==> config.mk <==
export PLATFORM = sky130hd
export DESIGN_NAME = instr_encoder_flat
export DESIGN_NICKNAME = d
export VERILOG_FILES = /design/src/rtl/instr_encoder_if.sv /design/src/rtl/instr_encoder.sv /design/src/flat_wrapper.sv
export SDC_FILE = /design/constraint.sdc
export NUM_CORES = 1
export LEC_CHECK = 0
export BUFFER_PORTS_ARGS = -buffer_cell sky130_fd_sc_hd__buf_4
export CAP_MARGIN = 40
export CORE_AREA = 2 2 82 84
export DETAILED_ROUTE_END_ITERATION = 8
export DIE_AREA = 0 0 84 86
export PLACE_DENSITY = 0.73
export SLEW_MARGIN = 20
export SYNTH_ARGS = -nofsm -noshare
export SYNTH_HDL_FRONTEND = slang
export SYNTH_SLANG_ARGS = --single-unit
export TNS_END_PERCENT = 5
==> constraint.sdc <==
create_clock -name clk -period 2.4 [get_ports clk]
set_input_delay 0.12 -clock clk [delete_from_list [all_inputs] [get_ports clk]]
set_output_delay 0.12 -clock clk [all_outputs]
set_load 0.005 [all_outputs]
==> src/rtl/instr_encoder_if.sv <==
// Bundle/memory-port interface for instr_encoder.
//   master : stimulus side; drives the field bundle and clear, observes the rest
//   slave  : encoder side; accepts bundles, drives the memory write port and status
// Signals:
//   in_valid/in_ready     bundle handshake
//   kind, rs, rt, rd, imm decoded instruction fields
//   clear                 restart the load at address 0
//   mem_we/addr/wdata     instruction-memory write port
//   word_count, full      load progress
//   err_imm               one-cycle pulse for a rejected bundle
interface instr_encoder_if #(
   parameter int ADDR_W = 10
) ();
   logic              in_valid;
   logic              in_ready;
   logic [2:0]        kind;
   logic [4:0]        rs;
   logic [4:0]        rt;
   logic [4:0]        rd;
   logic [25:0]       imm;
   logic              clear;
   logic              mem_we;
   logic [ADDR_W-1:0] mem_addr;
   logic [31:0]       mem_wdata;
   logic [ADDR_W:0]   word_count;
   logic              full;
   logic              err_imm;

   modport master (
      output in_valid, kind, rs, rt, rd, imm, clear,
      input  in_ready, mem_we, mem_addr, mem_wdata, word_count, full, err_imm
   );

   modport slave (
      input  in_valid, kind, rs, rt, rd, imm, clear,
      output in_ready, mem_we, mem_addr, mem_wdata, word_count, full, err_imm
   );
endinterface

==> src/rtl/instr_encoder.sv <==
// Program loader: packs decoded instruction fields into 32-bit MIPS words and
// writes them to consecutive instruction-memory addresses starting at 0.
// Ports:
//   clk  system clock, rising edge
//   rst  synchronous reset, active-high (dominates clear)
//   bus  instr_encoder_if.slave: bundle handshake in, memory write port and
//        status (word_count, full, err_imm) out
//
// state   | meaning
// --------+----------------------------------------------------------
// S_IDLE  | ready for a bundle; rejects I-types with imm[25:16] != 0
// S_WRITE | mem_we high for one cycle; counters advance at the edge
// S_FULL  | all 2**ADDR_W words written; holds until clear or rst
module instr_encoder #(
   parameter int ADDR_W = 10
) (
   input  logic          clk,
   input  logic          rst,
   instr_encoder_if.slave bus
);

   typedef enum logic [1:0] {
      S_IDLE,
      S_WRITE,
      S_FULL
   } state_e;

   typedef enum logic [2:0] {
      K_ADD  = 3'd0,
      K_ADDI = 3'd1,
      K_LW   = 3'd2,
      K_SW   = 3'd3,
      K_BEQ  = 3'd4,
      K_J    = 3'd5,
      K_JAL  = 3'd6,
      K_JR   = 3'd7
   } kind_e;

   localparam int              DEPTH     = 1 << ADDR_W;
   localparam logic [ADDR_W:0] LAST_WORD = (ADDR_W+1)'(DEPTH - 1);
   localparam logic [ADDR_W:0] CNT_ONE   = (ADDR_W+1)'(1);

   state_e            state_q;
   state_e            state_d;
   logic [ADDR_W:0]   word_count_q;
   logic [ADDR_W-1:0] mem_addr_q;
   logic [31:0]       mem_wdata_q;
   logic              err_imm_q;

   kind_e             kind;
   logic              is_itype;
   logic              imm_bad;
   logic              in_ready;
   logic              take;
   logic              accept;
   logic              reject;
   logic [5:0]        opcode;
   logic [31:0]       enc_word;

   assign kind     = kind_e'(bus.kind);
   assign is_itype = (kind == K_ADDI) || (kind == K_LW) || (kind == K_SW) || (kind == K_BEQ);
   assign imm_bad  = is_itype && (bus.imm[25:16] != 10'd0);

   // A bundle is consumed on any handshake; an illegal immediate turns it
   // into a reject instead of a write.
   assign take   = bus.in_valid && in_ready;
   assign accept = take && !imm_bad;
   assign reject = take && imm_bad;

   always_comb begin
      opcode   = 6'b000000;
      enc_word = 32'd0;
      unique case (kind)
         K_ADD:  enc_word = {6'b000000, bus.rs, bus.rt, bus.rd, 5'b00000, 6'b100000};
         K_JR:   enc_word = {6'b000000, bus.rs, 15'd0, 6'b001000};
         K_ADDI: begin
            opcode   = 6'b001000;
            enc_word = {opcode, bus.rs, bus.rt, bus.imm[15:0]};
         end
         K_LW: begin
            opcode   = 6'b100011;
            enc_word = {opcode, bus.rs, bus.rt, bus.imm[15:0]};
         end
         K_SW: begin
            opcode   = 6'b101011;
            enc_word = {opcode, bus.rs, bus.rt, bus.imm[15:0]};
         end
         K_BEQ: begin
            opcode   = 6'b000100;
            enc_word = {opcode, bus.rs, bus.rt, bus.imm[15:0]};
         end
         K_J: begin
            opcode   = 6'b000010;
            enc_word = {opcode, bus.imm};
         end
         K_JAL: begin
            opcode   = 6'b000011;
            enc_word = {opcode, bus.imm};
         end
      endcase
   end

   // Next state and Moore-style outputs. in_ready is masked by rst and clear
   // so a bundle presented alongside either is held, not lost.
   always_comb begin
      state_d    = state_q;
      in_ready   = 1'b0;
      bus.mem_we = 1'b0;
      bus.full   = 1'b0;
      unique case (state_q)
         S_IDLE: begin
            in_ready = !rst && !bus.clear;
            if (accept) state_d = S_WRITE;
         end
         S_WRITE: begin
            bus.mem_we = 1'b1;
            state_d    = (word_count_q == LAST_WORD) ? S_FULL : S_IDLE;
         end
         S_FULL: begin
            bus.full = 1'b1;
         end
         default: state_d = S_IDLE;
      endcase
      if (bus.clear) state_d = S_IDLE;
   end

   always_ff @(posedge clk) begin
      if (rst) begin
         state_q      <= S_IDLE;
         word_count_q <= '0;
         mem_addr_q   <= '0;
         mem_wdata_q  <= 32'd0;
         err_imm_q    <= 1'b0;
      end else begin
         state_q   <= state_d;
         err_imm_q <= reject;
         if (accept) begin
            // The write address is the count of words already written.
            mem_addr_q  <= word_count_q[ADDR_W-1:0];
            mem_wdata_q <= enc_word;
         end
         // A clear that lands on a WRITE cycle lets the write through but
         // still restarts the count at zero.
         if (bus.clear) begin
            word_count_q <= '0;
         end else if (state_q == S_WRITE) begin
            word_count_q <= word_count_q + CNT_ONE;
         end
      end
   end

   assign bus.in_ready   = in_ready;
   assign bus.mem_addr   = mem_addr_q;
   assign bus.mem_wdata  = mem_wdata_q;
   assign bus.word_count = word_count_q;
   assign bus.err_imm    = err_imm_q;

endmodule

==> src/flat_wrapper.sv <==
// flat-port wrapper written by rule: the top's interface ports become plain ports
module instr_encoder_flat 
#(
   parameter int ADDR_W = 10
)
  (clk, rst, bus_in_valid, bus_kind, bus_rs, bus_rt, bus_rd, bus_imm, bus_clear, bus_in_ready, bus_mem_we, bus_mem_addr, bus_mem_wdata, bus_word_count, bus_full, bus_err_imm);
  instr_encoder_if #(.ADDR_W(ADDR_W)) bus_i ();
  input  logic clk;
  input  logic rst;
  input wire logic [$bits(bus_i.in_valid)-1:0] bus_in_valid;
  input wire logic [$bits(bus_i.kind)-1:0] bus_kind;
  input wire logic [$bits(bus_i.rs)-1:0] bus_rs;
  input wire logic [$bits(bus_i.rt)-1:0] bus_rt;
  input wire logic [$bits(bus_i.rd)-1:0] bus_rd;
  input wire logic [$bits(bus_i.imm)-1:0] bus_imm;
  input wire logic [$bits(bus_i.clear)-1:0] bus_clear;
  output wire logic [$bits(bus_i.in_ready)-1:0] bus_in_ready;
  output wire logic [$bits(bus_i.mem_we)-1:0] bus_mem_we;
  output wire logic [$bits(bus_i.mem_addr)-1:0] bus_mem_addr;
  output wire logic [$bits(bus_i.mem_wdata)-1:0] bus_mem_wdata;
  output wire logic [$bits(bus_i.word_count)-1:0] bus_word_count;
  output wire logic [$bits(bus_i.full)-1:0] bus_full;
  output wire logic [$bits(bus_i.err_imm)-1:0] bus_err_imm;
  assign bus_i.in_valid = bus_in_valid;
  assign bus_i.kind = bus_kind;
  assign bus_i.rs = bus_rs;
  assign bus_i.rt = bus_rt;
  assign bus_i.rd = bus_rd;
  assign bus_i.imm = bus_imm;
  assign bus_i.clear = bus_clear;
  assign bus_in_ready = bus_i.in_ready;
  assign bus_mem_we = bus_i.mem_we;
  assign bus_mem_addr = bus_i.mem_addr;
  assign bus_mem_wdata = bus_i.mem_wdata;
  assign bus_word_count = bus_i.word_count;
  assign bus_full = bus_i.full;
  assign bus_err_imm = bus_i.err_imm;
  instr_encoder #(.ADDR_W(ADDR_W)) u_core (.clk(clk), .rst(rst), .bus(bus_i));
endmodule
Word-level counts from Yosys, hierarchy flattened
Cells that the tools add are included.
{"block": "totals", "reg_bits": 56, "input_bits": 48, "out_inout_bits": 57, "elab_cells": 41}
{"block": "op_classes", "addsub": 1, "n_eq_ne": 11, "mux": 7, "bitwise_logic": 1, "n_reduce_logical": 16}
{"operator": "case mux 32 bit (8 select lines)", "n": 1}
{"operator": "== test 3 bit (second input constant)", "n": 4}
{"operator": "adder 11 x 1 -> 11 bit (second input constant)", "n": 1}
{"operator": "== test 11 x 10 -> 1 bit (second input constant)", "n": 1}
{"operator": "nonzero test 10 bit", "n": 1}
{"operator": "== test 3 x 2 -> 1 bit (second input constant)", "n": 2}
{"operator": "case mux 2 bit (3 select lines)", "n": 1}
{"operator": "logical AND 1 bit", "n": 5}
{"operator": "2-to-1 mux 2 bit", "n": 2}
{"operator": "== test 3 x 1 -> 1 bit (second input constant)", "n": 1}
{"operator": "logical NOT 1 bit", "n": 3}
{"operator": "logical NOT 3 bit", "n": 1}
{"operator": "logical OR 1 bit", "n": 3}
{"operator": "2-to-1 mux 1 bit", "n": 3}
{"operator": "== test 2 x 1 -> 1 bit (second input constant)", "n": 1}
{"operator": "== test 2 bit (second input constant)", "n": 1}
{"operator": "logical NOT 2 bit", "n": 1}
{"operator": "!= test 2 x 1 -> 1 bit (second input constant)", "n": 1}
{"operator": "AND reduction 2 bit", "n": 1}
{"operator": "OR reduction 2 bit", "n": 1}
{"operator": "NOT 1 bit", "n": 1}

Depth between registers and ports, before layout
{"block": "depth", "word_depth": 9, "ltp_mapped": 7, "depth_no_buf": 5}

Worst setup path after synthesis
Ideal clock, no wire load.
{"block": "synth_timing", "path_kind": "flip-flop to flip-flop", "startpoint": "reg u_core.state_q[1]", "endpoint": "reg u_core.mem_wdata_q[16], in the netlist u_core.bus.mem_wdata[16]", "setup_time_ns": 0.080, "arrival_ns": 1.432, "t_required_ns": 2.320, "path_slack_ns": 0.889, "stages_incl_launch_ff": 7, "n_path_buf": 2, "period_less_slack_ns": 1.511, "path_cell_list": "dfxtp_1 nor4_4 and4_1 buf_6 buf_8 nor3_1 a211oi_2"}
{"block": "synth_via", "elab_chain_len": 4}
{"item": "start, declared", "line": "instr_encoder.sv:43", "source": "state_e state_q;"}
{"item": "start signal, assigned", "line": "instr_encoder.sv:135", "source": "state_q <= state_d;"}
{"item": "logical NOT 2 bit", "line": "instr_encoder.sv:110", "source": "unique case (state_q)"}
{"item": "2-to-1 mux 1 bit", "line": "instr_encoder.sv:110"}
{"item": "via bus_in_ready", "line": "flat_wrapper.sv:17", "source": "output wire logic [$bits(bus_i.in_ready)-1:0] bus_in_ready;"}
{"item": "logical AND 1 bit", "line": "instr_encoder.sv:66", "source": "assign take = bus.in_valid && in_ready;"}
{"item": "logical AND 1 bit", "line": "instr_encoder.sv:67", "source": "assign accept = take && !imm_bad;"}
{"item": "end signal, assigned", "line": "instr_encoder.sv:140", "source": "mem_wdata_q <= enc_word;"}
{"item": "end, declared", "line": "instr_encoder.sv:47", "source": "logic [31:0] mem_wdata_q;"}
The timed path passes the listed nets, and every way through them passes these cells.
A chain may end at the register's enable or synchronous reset.

Worst setup path after layout
{"block": "layout_timing", "startpoint": "reg u_core.state_q[1]", "endpoint": "reg u_core.mem_wdata_q[23], in the netlist u_core.bus.mem_wdata[23]"}
{"block": "layout_via", "elab_chain_len": 4}
{"item": "logical NOT 2 bit", "line": "instr_encoder.sv:110"}
{"item": "2-to-1 mux 1 bit", "line": "instr_encoder.sv:110"}
{"item": "logical AND 1 bit", "line": "instr_encoder.sv:66"}
{"item": "logical AND 1 bit", "line": "instr_encoder.sv:67"}
No other way between the ends.

==> flow_summary.toml <==
[clock_network]
htreeDepth = 2
cts_buffers = 5
postCtsSetupBuffers = 0
clock_latency_ns = 0.30
hold_buffers = 0
clock_path_buffers = 2
root_buffer = "clkbuf_8"
ctsResizeCount = 0
clk_pin_slew_ns = 0.10
cts_tree = "done"
cts.sinks = 55

[worst_hold_path]
hold_start = "bus_imm[0]"
hold_path_class = "input port to flip-flop"

[critical_path]
crit_path_start = "u_core.state_q[1]$_SDFFE_PP0P_"
endpoint_kind = "flip-flop"
reg2reg_from = "u_core.state_q[1]$_SDFFE_PP0P_"
crit_fanout = 30
worst_setup_path_start_kind = "flip-flop"
arrival_ns = 2.06
path_delay_family = "compound AO/OA/AOI/OAI gates"
path_class = "flip-flop to flip-flop"
crit_slowest_cell = "nor4_4"
cp_slowest_stage_delay_ns = 0.46
crit_chain = "nor4_4 > o211a_1 > buf_12 > nor3_1 > a311oi_1"
cp.required_ns = 2.62
crit_buf_inv = 1

[placed_design]
gp_congestion = 0.830
io_buffers = 103
dp_hpwl_um = 5410

[route]
vias = 2742
drt-vias-per-instance = 5.65
wl_per_cell_um = 15.7
ant_nets = 0
routed_wl_um = 7600
drc = 0
drtPass1Iterations = 4
drt_iter0_drc = 231

[yosys]
yosysMostFrequentCell = "dfxtp_1"
synth_edf_count = 0
syn-cell-area_um2 = 2770
yosys_warnings = 0
ys_top_cells_by_count = "55 x dfxtp_1, 42 x nand3_1, 37 x a21oi_1, 15 x nor2_1, 14 x o211ai_1"
avgSynthCellArea_um2 = 8.55
ys_seq_area_share_pct = 39.7
yosys-top-cells-area = "dfxtp_1 40%, nand3_1 7.6%, a21oi_1 6.7%"
synth_top_cell_by_area = "dfxtp_1"
synth.distinct_cells = 47
synth_fp_nets = 373
ys.flop_type = "dfxtp_1"
ys_seq_elements = 55
synthCells = 324
async_flop_share_pct = 0
yosysTopAreaCellShare_pct = 39.7

[floorplanning]
die_height_um = 86
core_um2 = 6280
top_level_ports = 105
die_w_um = 84
die_area_um2 = 7220
rows = 29
initial_utilization_pct = 44.1

[timing]
finalHoldViolations = 0
slew_headroom_pct = 64.4
max_clock_freq_mhz = 542
report.final.slew_viol_count = 0
fin_tns_setup_ns = 0
tightest_slew_ns = 0.532
rsz0062_at_grt = "no"
period_share_pct = 76.8
skew_ns = 0.00616
setup_viol = 0
period_needed_ns = 1.84

[grt]
grt_pass1_wl_um = 12200
grtUsageTotal_pct = 20.8
grt_pass1_vias = 2474
grt_antenna_before_repair = 0
grt_max_degree = 43
grt_overflow = 0

[pwr]
power_uw = 1720
p_sw_uw = 435
internal_power_uw = 1280
ir_drop_mv = 0.312
p_comb_share_pct = 14.3
powerDensity_nw_per_um2 = 476
p_leak_uw = 0.00146
seq_power_share_pct = 54.5
switching_share_pct = 25.3
clkPwrFrac_pct = 31.2

[finish]
num_antenna_cells = 0
area_delta_synth_final_pct = 30.0
final_nets = 456
drive_gt1_share_pct = 33.8

[status]
status = "finished, final reports clean"

[job]
drv_cap = 0
cell usage in the layout, fill, tap and decap left out, types with 2 or more instances in the layout:
master    Yosys  routed
a211oi_2      6       6
a21bo_2       5       5
a21oi_1      37      37
a221oi_1     10      10
a311oi_1      5       5
and3_1        3       3
and4_1        3       3
buf_4         4     109
clkbuf_8      0       6
dfxtp_1      55      55
inv_1         8       8
nand2_1      11      11
nand2b_1      5       5
nand3_1      42      42
nand4_1       3       3
nor2_1       15      15
nor2b_1       2       2
nor3_1       13      13
nor3b_1       2       2
nor4_1        7       7
o211ai_1     14      14
o211ai_2      4       4
o21ai_0       8       8
o21ai_1       3       3
or2_2         3       3
xnor2_1       3       3
xor2_1        8       8
worst min-delay path, cell delays in order:
cell and delay, ns:
buf_4 0.11, o211ai_2 0.04, a21oi_1 0.06
layer usage:
metal  share of wire, %  global-route usage (%)  vias to the layer above
met5                  0                       0                        -
met4                2.6                    7.77                        0
met3                5.9                    4.04                       16
met2                 48                    34.0                      103
met1                 43                    27.3                     1267
li1                   -                       -                     1356
path summary, 6_finish.rpt:
kind / cells after the start / endpoint / slack, ns
setup / recovery: 5 / u_core.bus.mem_wdata[23]$_SDFFE_PP0P_ / 0.56
hold / removal: 3 / u_core.bus.mem_wdata[0]$_SDFFE_PP0P_ / 0.06
setup reg to reg: 5 / u_core.bus.mem_wdata[23]$_SDFFE_PP0P_ / 0.56
hold reg to reg: 2 / u_core.bus.mem_wdata[10]$_SDFFE_PP0P_ / 0.47
power by group through the flow:
stage               registers [uW]  logic, uW  clock network [uW]
global route                   937        265                 595
CTS                            935        243                 553
finish                         935        245                 536
floorplan                      956        130                   0
detailed placement             956        243                   0
global placement               956        239                   0
flip-flops by register name, indices dropped and copies added (netlist names):
signal                 cells
u_core.bus.word_count     11
u_core.bus.mem_addr       10
u_core.bus.err_imm         1
u_core.state_q             2
u_core.bus.mem_wdata      31
logic make-up after synthesis:
logic type | count (synthesis) | synth area share (%)
buffers and inverters | 42 | 8.36
AND/OR/NAND/NOR | 115 | 22.3
multiplexers | 1 | 0.361
other | 1 | 0.135
flip-flops | 55 | 39.7
adder cells (fa/ha/maj) | 1 | 0.452
AO/OA/AOI/OAI | 98 | 25.2
XOR/XNOR | 11 | 3.48
stage by stage:
stage	utilization, %	cells	area [um^2]	hold WS, ns	worst slack, ns
3_3_place_gp	55.8	477	3500	0.389	0.654
2_1_floorplan	-	324	2770	0.262	0.889
5_1_grt	57.4	485	3600	0.0379	0.431
3_5_place_dp	55.8	477	3500	0.389	0.570
6_report	57.4	485	3600	0.0591	0.556
4_1_cts	57.4	485	3600	0.0513	0.569
area by class of cell:
type	instances	area [um^2]
Clock buffer	6	82.6
Clock inverter	2	16.3
Fill cell	597	2680
Inverter	8	30.0
Multi-Input combinational cell	227	1440
Sequential cell	55	1100
Tap cell	77	96.3
Timing Repair Buffer	110	838
Power figures use the tool's default switching activity.
